$ cat src/rtl/voice_command_scheduler.sv
// voice_command_scheduler
//   Filters raw detections from a speech-recognition engine into confirmed
//   commands, suppresses quick repeats of the last queued command, buffers up
//   to four commands and hands them one at a time to a control unit using a
//   req/ack handshake with a timeout.
//
// Ports
//   clk          system clock, rising edge
//   reset        synchronous active-high reset
//   enable       1 = accept detections and start new dispatches
//   cmd_valid    single-cycle detection strobe
//   cmd_code     detected command code, 0x00 = no command
//   ctrl_req     request to the control unit (registered)
//   ctrl_cmd     command presented with ctrl_req (registered)
//   ctrl_ack     control unit accepted ctrl_cmd
//   err_clr      clears the sticky error flags
//   fifo_count   number of queued commands, 0..4 (registered)
//   busy         dispatcher active or queue non-empty (registered)
//   overflow     sticky: confirmed command dropped because the queue was full
//   timeout_err  sticky: command discarded after an ack timeout

module voice_command_scheduler #(
  parameter int unsigned CONFIRM_CNT    = 3,
  parameter int unsigned HOLDOFF_CYCLES = 1000,
  parameter int unsigned ACK_TIMEOUT    = 255
) (
  input  logic       clk,
  input  logic       reset,
  input  logic       enable,
  input  logic       cmd_valid,
  input  logic [7:0] cmd_code,
  output logic       ctrl_req,
  output logic [7:0] ctrl_cmd,
  input  logic       ctrl_ack,
  input  logic       err_clr,
  output logic [2:0] fifo_count,
  output logic       busy,
  output logic       overflow,
  output logic       timeout_err
);

  localparam int unsigned CODE_W = 8;
  localparam int unsigned CNT_W  = 4;
  localparam int unsigned HOLD_W = 16;
  localparam int unsigned TMR_W  = 16;
  localparam int unsigned DEPTH  = 4;
  localparam int unsigned PTR_W  = 2;
  localparam int unsigned FCNT_W = 3;

  localparam logic [CNT_W-1:0]  CONFIRM_V  = CNT_W'(CONFIRM_CNT);
  localparam logic [HOLD_W-1:0] HOLDOFF_V  = HOLD_W'(HOLDOFF_CYCLES);
  localparam logic [TMR_W-1:0]  TMO_LAST   = TMR_W'(ACK_TIMEOUT - 1);
  localparam logic [FCNT_W-1:0] FIFO_FULL  = FCNT_W'(DEPTH);

  typedef enum logic [1:0] {
    IDLE  = 2'd0,
    ISSUE = 2'd1,
    GAP   = 2'd2
  } state_e;

  // Confirmation stage
  logic [CODE_W-1:0] cand_q, cand_d;
  logic [CNT_W-1:0]  mcnt_q, mcnt_d;
  logic [CNT_W-1:0]  match_cnt_c;
  logic              accept_c;

  // Repeat suppression
  logic [HOLD_W-1:0] hold_q, hold_d;
  logic [CODE_W-1:0] last_q, last_d;
  logic              push_req_c;

  // Queue
  logic [CODE_W-1:0] mem_q [DEPTH];
  logic [PTR_W-1:0]  wr_ptr_q, wr_ptr_d;
  logic [PTR_W-1:0]  rd_ptr_q, rd_ptr_d;
  logic [FCNT_W-1:0] fcnt_q, fcnt_d;
  logic              push_c;
  logic              pop_c;
  logic              ovf_evt_c;

  // Dispatcher
  state_e            state_q, state_d;
  logic [TMR_W-1:0]  tmr_q, tmr_d;
  logic              req_q, req_d;
  logic [CODE_W-1:0] cmd_q, cmd_d;
  logic              tmo_evt_c;

  // Flags
  logic              ovf_q, ovf_d;
  logic              tmo_q, tmo_d;
  logic              busy_q, busy_d;

  // Count consecutive identical detections; accept when the run is long enough
  always_comb begin
    cand_d      = cand_q;
    mcnt_d      = mcnt_q;
    accept_c    = 1'b0;
    match_cnt_c = CNT_W'(1);
    if (!enable) begin
      cand_d = '0;
      mcnt_d = '0;
    end else if (cmd_valid && (cmd_code != '0)) begin
      // candidate is only ever nonzero, so 0x00 never matches a real code
      if (cmd_code == cand_q) begin
        match_cnt_c = mcnt_q + CNT_W'(1);
      end
      if (match_cnt_c == CONFIRM_V) begin
        accept_c = 1'b1;
        cand_d   = '0;
        mcnt_d   = '0;
      end else begin
        cand_d = cmd_code;
        mcnt_d = match_cnt_c;
      end
    end
  end

  // Drop a confirmed code that repeats the last queued one inside the holdoff window
  always_comb begin
    push_req_c = accept_c && !((cmd_code == last_q) && (hold_q != '0));
  end

  // Dispatch FSM: present head of queue, wait for ack or timeout, then one gap cycle
  always_comb begin
    state_d   = state_q;
    tmr_d     = tmr_q;
    req_d     = req_q;
    cmd_d     = cmd_q;
    pop_c     = 1'b0;
    tmo_evt_c = 1'b0;
    unique case (state_q)
      IDLE: begin
        req_d = 1'b0;
        if ((fcnt_q != '0) && enable) begin
          state_d = ISSUE;
          req_d   = 1'b1;
          cmd_d   = mem_q[rd_ptr_q];
          tmr_d   = '0;
        end
      end
      ISSUE: begin
        // an ack in the final cycle still wins over the timeout
        if (ctrl_ack) begin
          pop_c   = 1'b1;
          state_d = GAP;
          req_d   = 1'b0;
        end else if (tmr_q == TMO_LAST) begin
          pop_c     = 1'b1;
          tmo_evt_c = 1'b1;
          state_d   = GAP;
          req_d     = 1'b0;
        end else begin
          tmr_d = tmr_q + TMR_W'(1);
        end
      end
      GAP: begin
        req_d   = 1'b0;
        state_d = IDLE;
      end
      default: begin
        req_d   = 1'b0;
        state_d = IDLE;
      end
    endcase
  end

  // Queue bookkeeping; a pop in the same cycle frees the slot for a push when full
  always_comb begin
    push_c    = push_req_c && ((fcnt_q != FIFO_FULL) || pop_c);
    ovf_evt_c = push_req_c && !push_c;
    wr_ptr_d  = push_c ? wr_ptr_q + PTR_W'(1) : wr_ptr_q;
    rd_ptr_d  = pop_c  ? rd_ptr_q + PTR_W'(1) : rd_ptr_q;
    unique case ({push_c, pop_c})
      2'b10:   fcnt_d = fcnt_q + FCNT_W'(1);
      2'b01:   fcnt_d = fcnt_q - FCNT_W'(1);
      default: fcnt_d = fcnt_q;
    endcase
  end

  // Holdoff timer reloads on every push and saturates at zero
  always_comb begin
    last_d = last_q;
    if (push_c) begin
      last_d = cmd_code;
      hold_d = HOLDOFF_V;
    end else if (hold_q != '0) begin
      hold_d = hold_q - HOLD_W'(1);
    end else begin
      hold_d = '0;
    end
  end

  // Sticky flags: a set event in the same cycle beats err_clr
  always_comb begin
    ovf_d  = ovf_evt_c ? 1'b1 : (err_clr ? 1'b0 : ovf_q);
    tmo_d  = tmo_evt_c ? 1'b1 : (err_clr ? 1'b0 : tmo_q);
    busy_d = (state_d != IDLE) || (fcnt_d != '0);
  end

  // Queue storage; contents are don't-care while empty so no reset is needed
  always_ff @(posedge clk) begin
    if (push_c) begin
      mem_q[wr_ptr_q] <= cmd_code;
    end
  end

  // State registers
  always_ff @(posedge clk) begin
    if (reset) begin
      cand_q   <= '0;
      mcnt_q   <= '0;
      hold_q   <= '0;
      last_q   <= '0;
      wr_ptr_q <= '0;
      rd_ptr_q <= '0;
      fcnt_q   <= '0;
      state_q  <= IDLE;
      tmr_q    <= '0;
      req_q    <= 1'b0;
      cmd_q    <= '0;
      ovf_q    <= 1'b0;
      tmo_q    <= 1'b0;
      busy_q   <= 1'b0;
    end else begin
      cand_q   <= cand_d;
      mcnt_q   <= mcnt_d;
      hold_q   <= hold_d;
      last_q   <= last_d;
      wr_ptr_q <= wr_ptr_d;
      rd_ptr_q <= rd_ptr_d;
      fcnt_q   <= fcnt_d;
      state_q  <= state_d;
      tmr_q    <= tmr_d;
      req_q    <= req_d;
      cmd_q    <= cmd_d;
      ovf_q    <= ovf_d;
      tmo_q    <= tmo_d;
      busy_q   <= busy_d;
    end
  end

  assign ctrl_req    = req_q;
  assign ctrl_cmd    = cmd_q;
  assign fifo_count  = fcnt_q;
  assign busy        = busy_q;
  assign overflow    = ovf_q;
  assign timeout_err = tmo_q;

endmodule

$ cat config.mk
export PLATFORM = sky130hd
export DESIGN_NAME = voice_command_scheduler
export DESIGN_NICKNAME = d
export VERILOG_FILES = /design/src/rtl/voice_command_scheduler.sv
export SDC_FILE = /design/constraint.sdc
export NUM_CORES = 1
export LEC_CHECK = 0
export BUFFER_PORTS_ARGS = -buffer_cell sky130_fd_sc_hd__buf_2
export CORE_ASPECT_RATIO = 0.8
export CORE_MARGIN = 10
export CORE_UTILIZATION = 60
export CTS_BUF_LIST = sky130_fd_sc_hd__clkbuf_8
export CTS_CLUSTER_SIZE = 10
export DETAILED_ROUTE_END_ITERATION = 8
export PLACE_DENSITY = 0.91
export SETUP_SLACK_MARGIN = 0.02
export SLEW_MARGIN = 10
export SYNTH_ARGS = -nofsm -noshare
export SYNTH_HDL_FRONTEND = slang
export SYNTH_SLANG_ARGS = --single-unit
$ cat constraint.sdc
create_clock -name clk -period 4.9 [get_ports clk]
set_input_delay 0.98 -clock clk [delete_from_list [all_inputs] [get_ports clk]]
set_output_delay 0.98 -clock clk [all_outputs]
set_load 0.01 [all_outputs]
**Word level (Yosys, flattened, before mapping)**

Memory sizes are Yosys's and may differ from the RTL's. A register that Yosys moved wholly into a read port is not among the register bits.
Cells that the tools add are included.

- Flip-flop bits (word level): 65
- Latch bits: 0
- RAM bits: 32
- Bits in read-only memories: 0
- Bits of input ports: 14
- Output and inout port bits: 15
- Word-level logic and storage cells: 92
- Memories kept: 1

Memories:

| memory | words | bits a word | rd ports | clocked after Yosys merged registers in | wr ports | RTL line | RTL |
|---|---|---|---|---|---|---|---|
| mem_q | 4 | 8 | 1 | 1 | 1 | 73 | `logic [CODE_W-1:0] mem_q [DEPTH];` |

- $add $sub $neg: 7
- Multipliers: 0
- Divide/modulo/power cells: 0
- Magnitude comparators: 0
- Equal/unequal tests: 12
- Shift operators: 0
- Mux-type cells: 33
- Bitwise operators: 2
- Reduce and logical (&&, ||, !) cells: 23

Operators by type and width:

| operator | number |
|---|---|
| 2-to-1 mux 16 bit | 3 |
| one-hot mux 16 bit (2 select lines) | 1 |
| 2-to-1 mux 10 bit | 2 |
| adder 16 x 1 -> 16 bit, second input constant | 1 |
| equality test 16 x 8 -> 1 bit, second input constant | 1 |
| equality test 8 bit | 2 |
| 2-to-1 mux 1 bit | 16 |
| 2-to-1 mux 4 bit | 4 |
| nonzero test 16 bit | 1 |
| subtractor 16 x 1 -> 16 bit, second input constant | 1 |
| 2-to-1 mux 8 bit | 1 |
| nonzero test 2 bit | 4 |
| nonzero test 8 bit | 1 |
| logical AND 1 bit | 6 |
| 2-to-1 mux 2 bit | 3 |
| inequality test 2 bit, second input constant | 3 |
| inequality test 3 bit, second input constant | 2 |
| one-hot mux 3 bit (2 select lines) | 1 |
| nonzero test 3 bit | 2 |
| adder 2 x 1 -> 2 bit, second input constant | 2 |
| adder 4 x 1 -> 4 bit, second input constant | 1 |
| equality test 2 x 1 -> 1 bit, second input constant | 2 |
| equality test 4 x 2 -> 1 bit, second input constant | 1 |
| one-hot mux 2 bit (2 select lines) | 1 |
| 12 further kinds | 15 |

**Longest topological paths before layout**

- Word-level depth: 14
- Depth in mapped cells: 16
- Depth with buffers taken out: 15

**Worst setup path after synthesis**

Ideal clock, no wire load.

- Path type: in2reg
- From: input cmd_code[7]
- To: register busy_q (netlist: busy)
- Setup time: 0.074 ns
- Data arrival time: 3.638 ns
- Required time: 4.826 ns
- Slack: 1.188 ns
- Stages: 13
- Path buffers: 0
- Path through: xnor2_1 -> nand4_1 -> or4_1 -> o21ai_0 -> inv_1 -> fa_1 -> inv_1 -> nor2_1 -> or2_2 -> o211ai_1 -> o41ai_2 -> a22o_1 -> a31oi_1

- Cells in the longest elaborated chain, start to end: 14
- Elaborated cells on any way between the ends: 20
- Those cells by class: eq/ne: 5; mux: 7; reduce/logical: 8

Ends and longest elaborated chain:

| item | RTL line | RTL |
|---|---|---|
| start, declared | 31 | `input logic [7:0] cmd_code,` |
| equality test 8 bit | 104 | `if (cmd_code == cand_q) begin` |
| 2-to-1 mux 4 bit | 104 |  |
| 2-to-1 mux 4 bit | 102 | `end else if (cmd_valid && (cmd_code != '0)) begin` |
| 2-to-1 mux 4 bit | 99 | `if (!enable) begin` |
| equality test 4 x 2 -> 1 bit | 107 | `if (match_cnt_c == CONFIRM_V) begin` |
| 2-to-1 mux 1 bit | 107 |  |
| 2-to-1 mux 1 bit | 102 |  |
| 2-to-1 mux 1 bit | 99 |  |
| logical AND 1 bit (*) | 120 | `push_req_c = accept_c && !((cmd_code == last_q) && (hold_q != '0));` |
| logical AND 1 bit (*) | 169 | `push_c = push_req_c && ((fcnt_q != FIFO_FULL) \|\| pop_c);` |
| equality test 2 x 1 -> 1 bit / equality test 2 bit (equally long branches) | 173 | `unique case ({push_c, pop_c})` |
| one-hot mux 3 bit (2 select lines) (*) | 173 |  |
| nonzero test 3 bit (*) | 197 | `busy_d = (state_d != IDLE) \|\| (fcnt_d != '0);` |
| logical OR 1 bit (*) | 197 |  |
| end signal, assigned | 238 | `busy_q <= busy_d;` |
| end, declared | 91 | `logic busy_q, busy_d;` |

Every way passes the cells marked *; elsewhere a longest branch is shown, timed or not. The select of a mux whose other input is x is not followed.
A chain may end at the register's enable or synchronous reset.

**Worst setup path in the final report**

- From: input cmd_code[6]
- To: register busy_q (netlist: busy)

The elaborated chain is that of the path after synthesis.

==> flow_metrics.tcl <==
set metrics [dict create \
    ys_ff_latch 105 \
    hold_viol 0 \
    diodes 0 \
    nets 498 \
    endpoint_kind "register" \
    cellLeakagePower_nw 1.82 \
    cp_max_fo 19 \
    period_share 0.817 \
    crit_chain "buf_2 > or4_1 > o21ai_2 > or4_1 > o21ai_0 > inv_1 > fa_1 > inv_1 > nor2_1 > or2_2 > o211ai_1 > o41ai_2 > a22o_1 > a31oi_1" \
    detail-route-antenna-nets 0 \
    final.setup.tns_ns 0 \
    p_per_area_nw_per_um2 354 \
    synthCells 451 \
    fp-row-count 28 \
    grt_pass1_vias 3105 \
    pre_cts_ws_ns 0.580 \
    wl_per_cell_um 15.5 \
    clk_latency_ns 0.38 \
    n_fill_cell 588 \
    max_cap_viol_count 0 \
    max_stage_delay_ns 0.59 \
    status "finished, final reports clean" \
    whs_ns 0.457 \
    cts_tree "done" \
    antenna_found_initial 0 \
    syn_avg_cell_area_sq_um 10.2 \
    area_growth_syn_to_layout_pct 8.41 \
    gp_congestion 0.860 \
    die_h_um 98.3 \
    tightest_slew_ns 0.766 \
    multi_input_area_sq_um 2050 \
    final_layout_size_suffix_gt1_frac 0.129 \
    finalCriticalPeriod_ns 4.00 \
    rsz0062_at_grt "false" \
    synth.distinct_cells 53 \
    post_cts_buffers 0 \
    clk_pin_slew_ns 0.10 \
    most-common-layout-cells "dfxtp_1, nand2_1, nor2_1" \
    crit_type "in -> reg" \
    synth_edf_count 32 \
    first_iter_violations 260 \
    clock-root-buffer "clkbuf_8" \
    num_io_pins 29 \
    post_cts_resized 0 \
    netlist_area_sq_um 4600 \
    crit_required_ns 5.21 \
    overflow 0 \
    die-area_sq_um 11600 \
    synth_nets 475 \
    start_util 0.619 \
    setup_viol 0 \
    synthTopCellsByArea "dfxtp_1, edfxtp_1, xnor2_1" \
    die_w_um 118 \
    seq_area_frac_synth 0.527 \
    maxSlewViolCount 0 \
    async_flop_share 0 \
    grt_max_degree 35 \
    routed_wirelength_um 9080 \
    io_buffers 28 \
    worstPathArrival_ns 4.31 \
    track_usage 0.158 \
    synth_top_cell_by_area "dfxtp_1" \
    final.setup_skew_ns 0.0127 \
    viasPerCell 5.57 \
    ir_drop_mv 0.350 \
    drc 0 \
    htreeDepth 3 \
    grt_pass1_wl_um 15100 \
    cts_made_buffers 9 \
    finalWorstSetupSlack_ns 0.898 \
    seqCellArea_sq_um 2420 \
    cts_sinks 105 \
    start_kind "primary input" \
    post-dp-hpwl_um 6470 \
    postCtsHoldBufs 0 \
    p_total_mw 1.77 \
    yosysTopAreaCellShare 0.318 \
    clockBufferDepth 2 \
    layout_commonest_cell "dfxtp_1" \
    hold_class "reg -> reg" \
    synth_ff_type "dfxtp_1" \
    ys_warn_count 0 \
    timing.slew.headroom 0.488 \
    fmax_mhz 250 \
    coreArea_sq_um 7430 \
    dr.pass1.iters 4 \
    vias 3255 \
    worst_path_max_delay_cell "or4_1" \
]
## flip-flops by register name, indices dropped and copies added (netlist names)
register,cells
state_q,2
mcnt_q,4
wr_ptr_q,2
fifo_count,3
tmr_q,16
ctrl_cmd,8
mem_q,32
ctrl_req,1
overflow,1
cand_q,8
timeout_err,1
hold_q,16
busy,1
last_q,8
rd_ptr_q,2
## power by group
part / total (mW) / leakage, nW / switching [mW] / internal (mW)
Clock: 0.503 / 0.0955 / 0.309 / 0.194
Sequential: 0.977 / 0.879 / 0.0400 / 0.937
Combinational: 0.285 / 0.844 / 0.156 / 0.129
## layout make-up
type,instances,area share
Timing Repair Buffer,29,0.0296
Tap cell,105,0.0264
Clock inverter,7,0.0120
Multi-Input combinational cell,317,0.412
Clock buffer,9,0.0248
Inverter,12,0.00904
Sequential cell,105,0.486
## worst max-delay path, delay by kind of cell
kind / cells / cell delay, ns
compound gates: 6 / 1.30
fa+ha+maj: 1 / 0.45
buf+inv: 3 / 0.42
simple gates: 4 / 1.13
## cells by family (layout without fill, tap and decap cells)
family / count (synthesis) / count (layout) / share of synthesized area
and+or+nand+nor: 188 / 188 / 0.201
DFF: 105 / 105 / 0.527
AOI/OAI and AO/OA: 66 / 66 / 0.0922
xor gates and xnor gates: 45 / 45 / 0.0857
buffers and inverters: 29 / 57 / 0.0264
adders and majority gates: 10 / 10 / 0.0288
muxes: 8 / 8 / 0.0392
## synth_stat cells, drive strengths merged, types with 2 or more instances
cell type  instances
a211oi             2
a21oi             32
a22oi              7
a31oi              2
a32oi              2
and2               6
and3               2
and4               3
buf                4
clkbuf            13
dfxtp             73
edfxtp            32
ha                 9
inv               12
mux4               8
nand2             61
nand2b             6
nand3              4
nand4              8
nor2              59
nor2b              5
nor3               4
nor3b              3
nor4               5
nor4b              2
o21a               2
o21ai             11
or2                4
or3                4
or4                8
xnor2             27
xor2              18
## metrics by stage
step	area, sq um	util	std cells
3_5_place_dp	4800	0.646	568
3_3_place_gp	4800	0.646	568
2_1_floorplan	4600	-	451
4_1_cts	4980	0.671	584
6_report	4980	0.671	584
5_1_grt	4980	0.671	584
## layer usage
metal  global-route usage  routed length [um]  vias to the layer above  part of all wire
li1                     -                   -                     1613                 -
met1                0.194                4020                     1551              0.44
met2                0.265                4480                       83              0.49
met3               0.0501                 496                        8             0.055
met4               0.0389                  77                        0            0.0085
met5                    0                   0                        -                 0
## final timing paths
kind	startpoint	to	slack (ns)	depth (start not counted)
worst min-delay path	ctrl_cmd[6]	ctrl_cmd[6]	0.46	2
worst max-delay path	cmd_code[6]	busy	0.90	14
worst min register to register	ctrl_cmd[6]	ctrl_cmd[6]	0.46	2
worst max register to register	mcnt_q[0]	busy	1.18	14
Note: power is estimated with default switching activity, not from simulation.
